File: src/rtl/regfile_mp_sb_pkg.sv
// Shared register-file constants and helpers, also used by decode and writeback.
package regfile_mp_sb_pkg;

  localparam int DATA_W_DEF = 16;
  localparam int ADDR_W_DEF = 3;

  // When both writeback ports target one register, port A's data is kept.
  localparam bit PORT_A_WINS = 1'b1;

  function automatic int depth(input int addr_w);
    return 1 << addr_w;
  endfunction

endpackage

File: src/rtl/regfile_rd_port.sv
// One read port: storage mux, same-cycle write bypass and scoreboard status.
module regfile_rd_port
  import regfile_mp_sb_pkg::*;
#(
  parameter int DATA_W  = DATA_W_DEF,
  parameter int ADDR_W  = ADDR_W_DEF,
  parameter int ZERO_R0 = 0,
  parameter int BYPASS  = 1
) (
  input  logic [ADDR_W-1:0]      i_addr,
  input  logic [DATA_W-1:0]      i_regs [depth(ADDR_W)],
  input  logic [depth(ADDR_W)-1:0] i_busy,
  input  logic                   i_wa_en,
  input  logic [ADDR_W-1:0]      i_wa_addr,
  input  logic [DATA_W-1:0]      i_wa_data,
  input  logic                   i_wb_en,
  input  logic [ADDR_W-1:0]      i_wb_addr,
  input  logic [DATA_W-1:0]      i_wb_data,
  output logic [DATA_W-1:0]      o_data,
  output logic                   o_busy
);

  logic w_hit_a;
  logic w_hit_b;
  logic w_is_zero;

  assign w_hit_a   = i_wa_en && (i_wa_addr == i_addr);
  assign w_hit_b   = i_wb_en && (i_wb_addr == i_addr);
  assign w_is_zero = (ZERO_R0 != 0) && (i_addr == '0);

  always_comb begin
    // NOTE: o_data gets its default first so no path through this block can infer a latch.
    o_data = i_regs[i_addr];
    if (BYPASS != 0) begin
      if (PORT_A_WINS) begin
        if (w_hit_a)      o_data = i_wa_data;
        else if (w_hit_b) o_data = i_wb_data;
      end else begin
        if (w_hit_b)      o_data = i_wb_data;
        else if (w_hit_a) o_data = i_wa_data;
      end
    end
    if (w_is_zero) o_data = '0;
  end

  // A forwarded result makes the register usable this cycle even though busy is still set.
  assign o_busy = i_busy[i_addr] && !((BYPASS != 0) && (w_hit_a || w_hit_b));

endmodule

File: src/rtl/regfile_mp_sb.sv
// Multi-port register file with two writeback ports, bypass and busy scoreboard.
module regfile_mp_sb
  import regfile_mp_sb_pkg::*;
#(
  parameter int DATA_W  = DATA_W_DEF,
  parameter int ADDR_W  = ADDR_W_DEF,
  parameter int NUM_RD  = 2,
  parameter int ZERO_R0 = 0,
  parameter int BYPASS  = 1
) (
  input  logic                       clock,
  input  logic                       reset,
  input  logic [NUM_RD*ADDR_W-1:0]   i_rd_addr,
  output logic [NUM_RD*DATA_W-1:0]   o_rd_data,
  output logic [NUM_RD-1:0]          o_rd_busy,
  input  logic                       i_wa_en,
  input  logic [ADDR_W-1:0]          i_wa_addr,
  input  logic [DATA_W-1:0]          i_wa_data,
  input  logic                       i_wb_en,
  input  logic [ADDR_W-1:0]          i_wb_addr,
  input  logic [DATA_W-1:0]          i_wb_data,
  input  logic                       i_iss_en,
  input  logic [ADDR_W-1:0]          i_iss_addr,
  output logic                       o_hazard,
  output logic [depth(ADDR_W)-1:0]   o_busy_vec
);

  localparam int DEPTH = depth(ADDR_W);

  logic [DATA_W-1:0] r_regs [DEPTH];
  logic [DEPTH-1:0]  r_busy;
  logic [DEPTH-1:0]  w_we_a;
  logic [DEPTH-1:0]  w_we_b;
  logic [DEPTH-1:0]  w_set;

  for (genvar g = 0; g < DEPTH; g++) begin : g_dec
    localparam bit IS_ZERO = (ZERO_R0 != 0) && (g == 0);
    assign w_we_a[g] = i_wa_en  && (i_wa_addr  == ADDR_W'(g)) && !IS_ZERO;
    assign w_we_b[g] = i_wb_en  && (i_wb_addr  == ADDR_W'(g)) && !IS_ZERO;
    assign w_set[g]  = i_iss_en && (i_iss_addr == ADDR_W'(g)) && !IS_ZERO;
  end

  // NOTE: the storage array is reset on purpose: software relies on every register reading 0 after reset.
  always_ff @(posedge clock or posedge reset) begin
    if (reset) begin
      for (int i = 0; i < DEPTH; i++) r_regs[i] <= '0;
    end else begin
      for (int i = 0; i < DEPTH; i++) begin
        if (w_we_a[i] && (PORT_A_WINS || !w_we_b[i])) r_regs[i] <= i_wa_data;
        else if (w_we_b[i])                             r_regs[i] <= i_wb_data;
      end
    end
  end

  // Issue beats a same-cycle writeback: the new producer supersedes the retiring one.
  always_ff @(posedge clock or posedge reset) begin
    if (reset) r_busy <= '0;
    else       r_busy <= w_set | (r_busy & ~(w_we_a | w_we_b));
  end

  for (genvar k = 0; k < NUM_RD; k++) begin : g_rd
    regfile_rd_port #(
      .DATA_W (DATA_W),
      .ADDR_W (ADDR_W),
      .ZERO_R0(ZERO_R0),
      .BYPASS (BYPASS)
    ) u_rd_port (
      .i_addr   (i_rd_addr[k*ADDR_W +: ADDR_W]),
      .i_regs   (r_regs),
      .i_busy   (r_busy),
      .i_wa_en  (i_wa_en),
      .i_wa_addr(i_wa_addr),
      .i_wa_data(i_wa_data),
      .i_wb_en  (i_wb_en),
      .i_wb_addr(i_wb_addr),
      .i_wb_data(i_wb_data),
      .o_data   (o_rd_data[k*DATA_W +: DATA_W]),
      .o_busy   (o_rd_busy[k])
    );
  end

  assign o_hazard   = |o_rd_busy;
  assign o_busy_vec = r_busy;

endmodule

File: config.mk
export PLATFORM = sky130hd
export DESIGN_NAME = regfile_mp_sb
export DESIGN_NICKNAME = d
export VERILOG_FILES = /design/src/rtl/regfile_mp_sb_pkg.sv /design/src/rtl/regfile_rd_port.sv /design/src/rtl/regfile_mp_sb.sv
export SDC_FILE = /design/constraint.sdc
export NUM_CORES = 1
export LEC_CHECK = 0
export ABC_CLOCK_PERIOD_IN_PS = 4300
export CELL_PAD_IN_SITES_DETAIL_PLACEMENT = 1
export CELL_PAD_IN_SITES_GLOBAL_PLACEMENT = 1
export CORE_ASPECT_RATIO = 1.2
export CORE_MARGIN = 2
export CORE_UTILIZATION = 42
export DETAILED_ROUTE_END_ITERATION = 10
export PLACE_DENSITY_LB_ADDON = 0.25
export SYNTH_ARGS = -nofsm -noshare
export SYNTH_HDL_FRONTEND = slang
export SYNTH_SLANG_ARGS = --single-unit
File: constraint.sdc
create_clock -name clock -period 4.3 [get_ports clock]
set_clock_uncertainty 0.2 [all_clocks]
set_input_delay 0.86 -clock clock [delete_from_list [all_inputs] [get_ports clock]]
set_output_delay 0.86 -clock clock [all_outputs]
set_load 0.1 [all_outputs]
== After elaboration in Yosys (flattened, before gate mapping) ==
Index checks and enable logic that the tools add are counted.

* Flip-flop bits (word level): 136
* Bits in latches: 0
* RAM bits: 0
* Memory bits (read-only): 0
* Input bits: 52
* Output and inout port bits: 43
* Logic and storage cells: 120
* Memories: 0

* Add/subtract/negate cells: 0
* $mul: 0
* Div/mod/pow operators: 0
* $lt $le $gt $ge: 4
* Equal/unequal tests: 25
* Shift operators: 0
* Muxes and demuxes: 30
* Bitwise gates (word level): 6
* Reductions and logical operators: 46

{| class="wikitable"
|+ Operators by type and width
! kind !! number
|-
| $mux W16 || 24
|-
| $bmux W16 S3 || 2
|-
| $eq A3 B3 Y1 const B || 12
|-
| $logic_and A1 B1 Y1 || 30
|-
| $eq A3 B2 Y1 const B || 6
|-
| $or A8 B8 Y8 || 2
|-
| $reduce_bool A2 Y1 || 8
|-
| $eq A3 B3 Y1 || 4
|-
| $eq A3 B1 Y1 const B || 3
|-
| $logic_not A3 Y1 || 3
|-
| $and A8 B8 Y8 || 1
|-
| $ge A4 B4 Y1 const B || 2
|-
| $lt A3 B4 Y1 const B || 2
|-
| $not A3 Y4 || 2
|-
| $not A8 Y8 || 1
|-
| $bmux W1 S3 || 2
|-
| $logic_not A1 Y1 || 2
|-
| $logic_or A1 B1 Y1 || 2
|-
| $mux W1 || 2
|-
| $reduce_or A2 Y1 || 1
|}

== Logic depth before layout (Yosys ltp) ==
Gate-level depths: netlist of the first run.

* Depth after elaboration: 6
* Depth in mapped cells: 7
* Mapped depth without buffers: 4

== Hierarchy ==
Synthesis of the first run repeated with hierarchy kept, for this count alone.

* Cells, all modules: 885
* Area, all modules: 9831.9 um^2

{| class="wikitable"
|+ By module, submodules not included
! module !! times used !! cells an instance !! area each (um^2)
|-
| regfile_mp_sb || 1 || 635 || 6693.9
|-
| regfile_rd_port || 2 || 125 || 1569.0
|}

== Worst setup path before layout of the first run ==
No wires, ideal clock.

* Path kind: in2out
* Start point: input i_rd_addr[4]
* End point: output o_rd_data[21]
* Data arrival time: 4.082 ns
* Slack: -0.842 ns
* Cell stages on the path: 7
* Path buffers: 3
* Cell sequence: buf_2 > buf_4 > xnor2_1 > nand4_2 > buf_6 > mux2i_1 > o21ai_0

* Word-level cells in the longest chain between the ends: 6

{| class="wikitable"
|+ Ends and longest elaborated chain
! what !! line !! RTL
|-
| start, declared || regfile_mp_sb.sv:13 || <nowiki>input logic [NUM_RD*ADDR_W-1:0] i_rd_addr,</nowiki>
|-
| $not A3 Y4 (not written as such) || regfile_rd_port.sv:33 || <nowiki>o_data = i_regs[i_addr];</nowiki>
|-
| $bmux W16 S3 || regfile_rd_port.sv:33 ||
|-
| $mux W16 (not written as such) (2 in a row) || regfile_rd_port.sv:33 ||
|-
| $mux W16 || regfile_rd_port.sv:37 || <nowiki>else if (w_hit_b) o_data = i_wb_data;</nowiki>
|-
| $mux W16 (*) || regfile_rd_port.sv:36 || <nowiki>if (w_hit_a) o_data = i_wa_data;</nowiki>
|-
| end, declared || regfile_mp_sb.sv:14 || <nowiki>output logic [NUM_RD*DATA_W-1:0] o_rd_data,</nowiki>
|}

Mark *: on every way between the ends. The rest lies on a longest branch, timed or not. The select of a mux whose other input is x is not followed.

== Final worst setup path of the first run ==
* Start point: input i_rd_addr[0]
* End point: output o_rd_data[9]

The elaborated chain is that of the path after synthesis.

==> impl_metrics.toml, run 1 <==
[yosys]
synthSimpleGateAreaFrac_pct = 9.096
yosysSeqAreaShare_pct = 36.12
yosysWarningCount = 0
synth_cell_type_count = 34
synthCells = 894
synthAdderAreaFrac_pct = 0
synth_fp_nets = 946
synth_area_per_cell_um2 = 10.54
synth-compound-area-share_pct = 9.215
synthXorXnorAreaFrac_pct = 1.115
synthMuxAreaShare_pct = 38.37
synth_top_flop_cell = "dfrtp_1"
synth_edf_count = 0
synthArstFlopShare_pct = 100.0
synth_top_family_by_area = "multiplexers"
synth-seq-cells = 136
syn-cell-area_um2 = 9423

[routing]
drc = 0
first_pass_iters = 5
routed_wl_mm = 31.21
viasPerCell = 6.195
avgRoutedWirePerCell_um = 25.47
antenna_violating_nets_post_route = 0
dr.first_iter.drc_count = 517
vias = 7589

[clocking]
clockBufferDepth = 2
cts_buffers = 17
post_cts_buffers = 0
cts-root-buf = "clkbuf_16"
clk_pin_slew_ps = 60
clock_sinks = 136
h-tree-depth = 4
clock_latency_ps = 430
cts_resized = 0
cts_hold_buf = 0
cts_tree = "built"

[power_and_ir_drop]
leakagePower_nw = 5.092
powerDensity_nw_per_um2 = 518.4
ir_drop_v = 0.0002746
pwr-share-clk_pct = 27.8
power.internal_mw = 3.679
pwr-share-comb_pct = 42.2
power_frac_seq_pct = 30.0
p_sw_mw = 2.359
swShare_pct = 39.06

[setup_path]
crit_slowest_cell = "mux4_1"
critPathBufInv = 3
cp.arrival_ps = 2950
cp_cell_sequence = "buf_2, buf_12, mux4_1, mux2_2, mux2i_1, o21ai_2, buf_12"
end_kind = "primary output"
critPathTopFamily = "multiplexers"
startpoint = "i_rd_addr[0]"
rrSetupSlack_ps = 3100
critPathLaunchType = "input pin"
r2r-start = "o_busy_vec[2]"
crit_type = "in -> out"
path_max_fanout = 17
reg2reg_depth = 2
worstPathRequired_ps = 3240
reg2reg_to = "o_busy_vec[2]"
path_common_cell = "buf_12"
max_stage_delay_ps = 580

[finish]
antennaDiodeCount = 0
drive_gt1_share_pct = 22.94
layout.nets = 985
final_area_um2 = 11650
multiInputGateArea_um2 = 5575
area_delta_synth_final_pct = 23.61
layout_common_cells = "mux2i_1 (161), dfrtp_1 (136), nand2_1 (99)"
final_common_cell = "mux2i_1"
fillCellCount = 2295
seq_area_um2 = 3403

[timing]
fmax_ghz = 0.2493
slew_headroom_pct = 33.23
rsz0062_at_grt = "no"
timing.final.max_slew_violations = 0
worst_pin_slew_ps = 998.4
holdWs_ps = 305.6
setup_viol = 0
finalCriticalPeriod_ps = 4012
fin_crit_sh_pct = 93.29
hold_violations = 0

[global_routing]
grt_overflow = 0
grt_pass1_wl_mm = 48.80
grt.total_usage_pct = 27.12
grt_pass1_vias = 8237
grt_start_max_net_pins = 137
antenna_found_initial = 0

[die]
ios = 95
rows = 60
start_util_pct = 42.40
die_h_um = 168.1
core_area_um2 = 22220
dieArea_um2 = 23650
die_w_um = 140.7

[hold_path]
hold_path_end = "r_regs[63]"
min_from = "r_regs[63]"
worstHoldPathCells = 2
hold_class = "reg -> reg"

[placed_design]
placed_cell_area_um2 = 10980
gp_congestion = 0.8326
dpl.hpwl_mm = 19.14
portBuffers = 94

[job]
drv_cap = 0

[status]
status = "finished, final reports clean"
==> Yosys cell counts, types with 12 or more instances <==
library cell / number / area share, %
mux4_1: 27 / 7.5
a21oi_1: 64 / 3.4
o21ai_0: 70 / 3.7
buf_2: 26 / 1.4
mux2_2: 33 / 3.9
mux2i_1: 161 / 17
o21ai_1: 30 / 1.6
clkbuf_1: 66 / 2.6
nor2_1: 66 / 2.6
dfrtp_1: 136 / 36
xnor2_1: 12 / 1.1
mux4_2: 41 / 9.8
nand2_1: 99 / 3.9
==> sequential cells by signal, indices dropped and copies added, names as in the netlist <==
signal / flops
r_regs: 128
o_busy_vec: 8
==> layout make-up <==
| cell class | count | area share, % |
|---|---|---|
| clock buffers | 19 | 3.889 |
| clock inverters | 13 | 1.869 |
| inverters | 3 | 0.1289 |
| flip-flops and latches | 136 | 29.22 |
| repair buffers | 133 | 14.03 |
| multi-input cells | 642 | 47.87 |
| well taps | 279 | 2.997 |
==> worst max-delay path by stage <==
stage                                to  slack (ps)  cells past startpoint
final                      o_rd_data[9]         290                      7
after detailed placement   o_rd_data[9]         320                      7
after global placement     o_rd_data[8]         380                      7
after global routing       o_rd_data[1]         260                      7
after CTS                  o_rd_data[9]         310                      7
after floorplan           o_rd_data[21]         -90                      7
==> tightest hold or removal path: cells and delay by family, from the launching register on <==
family             cells  cell delay, ps
AOI/OAI and AO/OA      1              60
DFF                    1             360
and+or+nand+nor        1              50
==> cells by family after synthesis <==
kind of cell,Yosys count
flip-flops,136
AO/OA/AOI/OAI,170
AND/OR/NAND/NOR,198
multiplexers,262
buffers and inverters,116
XOR/XNOR,12
==> per-layer routing <==
| metal | part of all wire, % | GRT usage [%] |
|---|---|---|
| met4 | 2.2 | 9.174 |
| met1 | 42 | 34.31 |
| met3 | 4.7 | 4.096 |
| met5 | 0 | 0 |
| met2 | 51 | 47.55 |
==> through the flow <==
step	setup TNS (ps)	cells	power [mW]	setup WS, ps	utilization, %
6_report	0	1225	6.038	288.4	52.42
2_1_floorplan	-87.48	894	3.511	-87.48	-
4_1_cts	0	1225	6.065	313.7	52.42
3_5_place_dp	0	1193	4.364	317.8	49.40
5_1_grt	0	1225	6.261	258.4	52.42
3_3_place_gp	0	1193	4.295	382.0	49.40
==> power by group through the flow <==
stage | clock network, mW | logic (mW) | registers (mW)
4_1_cts | 1.70 | 2.56 | 1.81
6_report | 1.68 | 2.55 | 1.81
3_3_place_gp | 0 | 2.49 | 1.80
5_1_grt | 1.74 | 2.68 | 1.84
2_1_floorplan | 0 | 1.70 | 1.81
3_5_place_dp | 0 | 2.54 | 1.82
Note: power is estimated with default switching activity, not from simulation.
==> run 2, diff against run 1 <==
- PLACE_DENSITY: default -> 0.86
- PLACE_DENSITY_LB_ADDON: 0.25 -> default
- SYNTH_HIERARCHICAL: default -> 1
==> run 2 against run 1 <==
Compared with the run above: area after synthesis is 4.3% higher; design area rose by 0.11%; highest routed layer unchanged; sequential power about the same; sequential share of layout area hardly changed; flip-flop and latch count did not move; count of clock-buffer cells in the layout shrank 2; largest power group unchanged.
==> impl_metrics.toml, run 2 <==
[yosys]
synth_top_area_share_pct = 34.61
synthMostInstantiatedCell = "mux2i_1"
syn-cell-area_um2 = 9832
synthArstFlopShare_pct = 100.0
synth.largest_area_cell = "dfrtp_1"
yosysWarningCount = 6
yosys-top-cells-area = "dfrtp_1 (35%), mux2i_1 (16%), mux4_1 (12%)"
ys_top_cells_by_count = "mux2i_1 (160), dfrtp_1 (136), nand2_1 (98)"
synth_area_per_cell_um2 = 11.11
yosysSeqAreaShare_pct = 34.61
synth-seq-cells = 136
synth_edf_count = 0
synth_cell_type_count = 35
synth_top_flop_cell = "dfrtp_1"
synth_fp_nets = 937
synthCells = 885

[routing]
drc = 0
antenna_violating_nets_post_route = 0
avgRoutedWirePerCell_um = 26.79
routed_wl_mm = 33.54
vias = 8064
viasPerCell = 6.441
first_pass_iters = 5
dr.first_iter.drc_count = 661

[timing]
fmax_ghz = 0.2449
worst_pin_slew_ps = 1085
finalCriticalPeriod_ps = 4083
fin_crit_sh_pct = 94.96
hold_violations = 0
slew_headroom_pct = 27.31
final.setup.tns_ps = 0
timing.final.max_slew_violations = 0
setup_viol = 0
rsz0062_at_grt = "no"

[setup_path]
cp.arrival_ps = 3020
path_max_fanout = 25
end_kind = "primary output"
crit_type = "in -> out"
worstPathRequired_ps = 3240
reg2reg_depth = 2
critPathLaunchType = "input pin"
reg2reg_to = "r_regs[34]"
startpoint = "i_rd_addr[4]"
r2r-start = "r_regs[34]"
rrSetupSlack_ps = 3200

[die]
ios = 95
start_util_pct = 42.66
die_h_um = 171.6
core_area_um2 = 23050
rows = 61
die_w_um = 143.7
dieArea_um2 = 24650

[clocking]
clockBufferDepth = 2
cts_hold_buf = 0
clock_sinks = 136
cts_resized = 0
clk_pin_slew_ps = 70
cts_tree = "built"
cts_buffers = 17
clock_latency_ps = 440
h-tree-depth = 4
cts-root-buf = "clkbuf_16"
post_cts_buffers = 0

[placed_design]
portBuffers = 94
dpl.hpwl_mm = 20.16
placedCellCount = 1220
gp_congestion = 0.7955

[power_and_ir_drop]
leakagePower_nw = 5.090
power_mw = 5.873
powerDensity_nw_per_um2 = 503.7
ir_drop_v = 0.0003175

[hold_path]
hold_class = "reg -> reg"
worstHoldPathCells = 2
hold_path_end = "r_regs[112]"
min_from = "r_regs[112]"

[finish]
layout_common_cells = "mux2i_1 (160), dfrtp_1 (136), nand2_1 (98)"
drive_gt1_share_pct = 19.10
antennaDiodeCount = 0
final_common_cell = "mux2i_1"
fin_cells = 1252
layout.nets = 976
largest_reg_flops = 128
area_delta_synth_final_pct = 18.59
top_register = "r_regs"
final_util_pct = 50.59

[global_routing]
grt_overflow = 0
grt_start_max_net_pins = 77
grt_pass1_wl_mm = 51.19
grt_pass1_vias = 8558
antenna_found_initial = 0
grt.total_usage_pct = 27.89

[status]
status = "finished, final reports clean"

[job]
drv_cap = 0
run 2: area by class of cell:
cell class | instances | area (um^2)
multi-input combinational | 636 | 5599
clock inverter | 15 | 146.4
sequential | 136 | 3403
timing repair buffer | 130 | 1677
fill | 2462 | 11390
inverter | 3 | 15.01
tap | 315 | 394.1
clock buffer | 17 | 425.4
run 2: worst max path at each step:
stage	to	slack, ps	cells past startpoint
6_report	o_rd_data[20]	220	7
5_1_grt	o_hazard	180	8
4_1_cts	o_rd_data[20]	220	7
3_5_place_dp	o_hazard	260	8
3_3_place_gp	o_rd_data[15]	280	7
2_1_floorplan	o_rd_data[10]	50	8
run 2: kinds of logic after synthesis:
kind of cell	count (synthesis)	synth area share, %
xor+xnor	12	1.069
mux	262	37.52
flops	136	34.61
simple gates	194	9.074
buf+inv	113	8.526
compound gates	168	9.201
run 2: through the flow:
stage               hold WS (ps)  setup WS (ps)  area [um^2]
finish                     386.8          216.5        11660
global route               415.0          178.1        11660
CTS                        376.3          219.9        11660
detailed placement         356.8          259.4        11090
global placement           340.2          275.6        11090
floorplan                  320.6          46.02         9836
run 2: metal layers:
| layer | GRT usage (%) | part of all wire [%] |
|---|---|---|
| met1 | 32.82 | 37 |
| met2 | 49.34 | 52 |
| met3 | 4.538 | 6.7 |
| met4 | 13.51 | 4.0 |
| met5 | 0 | 0 |
run 2: where the power goes:
| part | total, mW | internal, mW | switching [mW] |
|---|---|---|---|
| registers | 1.82 | 1.56 | 0.261 |
| logic | 2.61 | 1.06 | 1.55 |
| clock network | 1.44 | 0.807 | 0.633 |
| total | 5.87 | 3.43 | 2.44 |
run 2: critical path: stages:
cell and delay [ps]:
clkdlybuf4s50_1 510, buf_12 240, mux4_2 540, mux2_2 290, mux2i_1 210, o21ai_1 150
buf_12 200
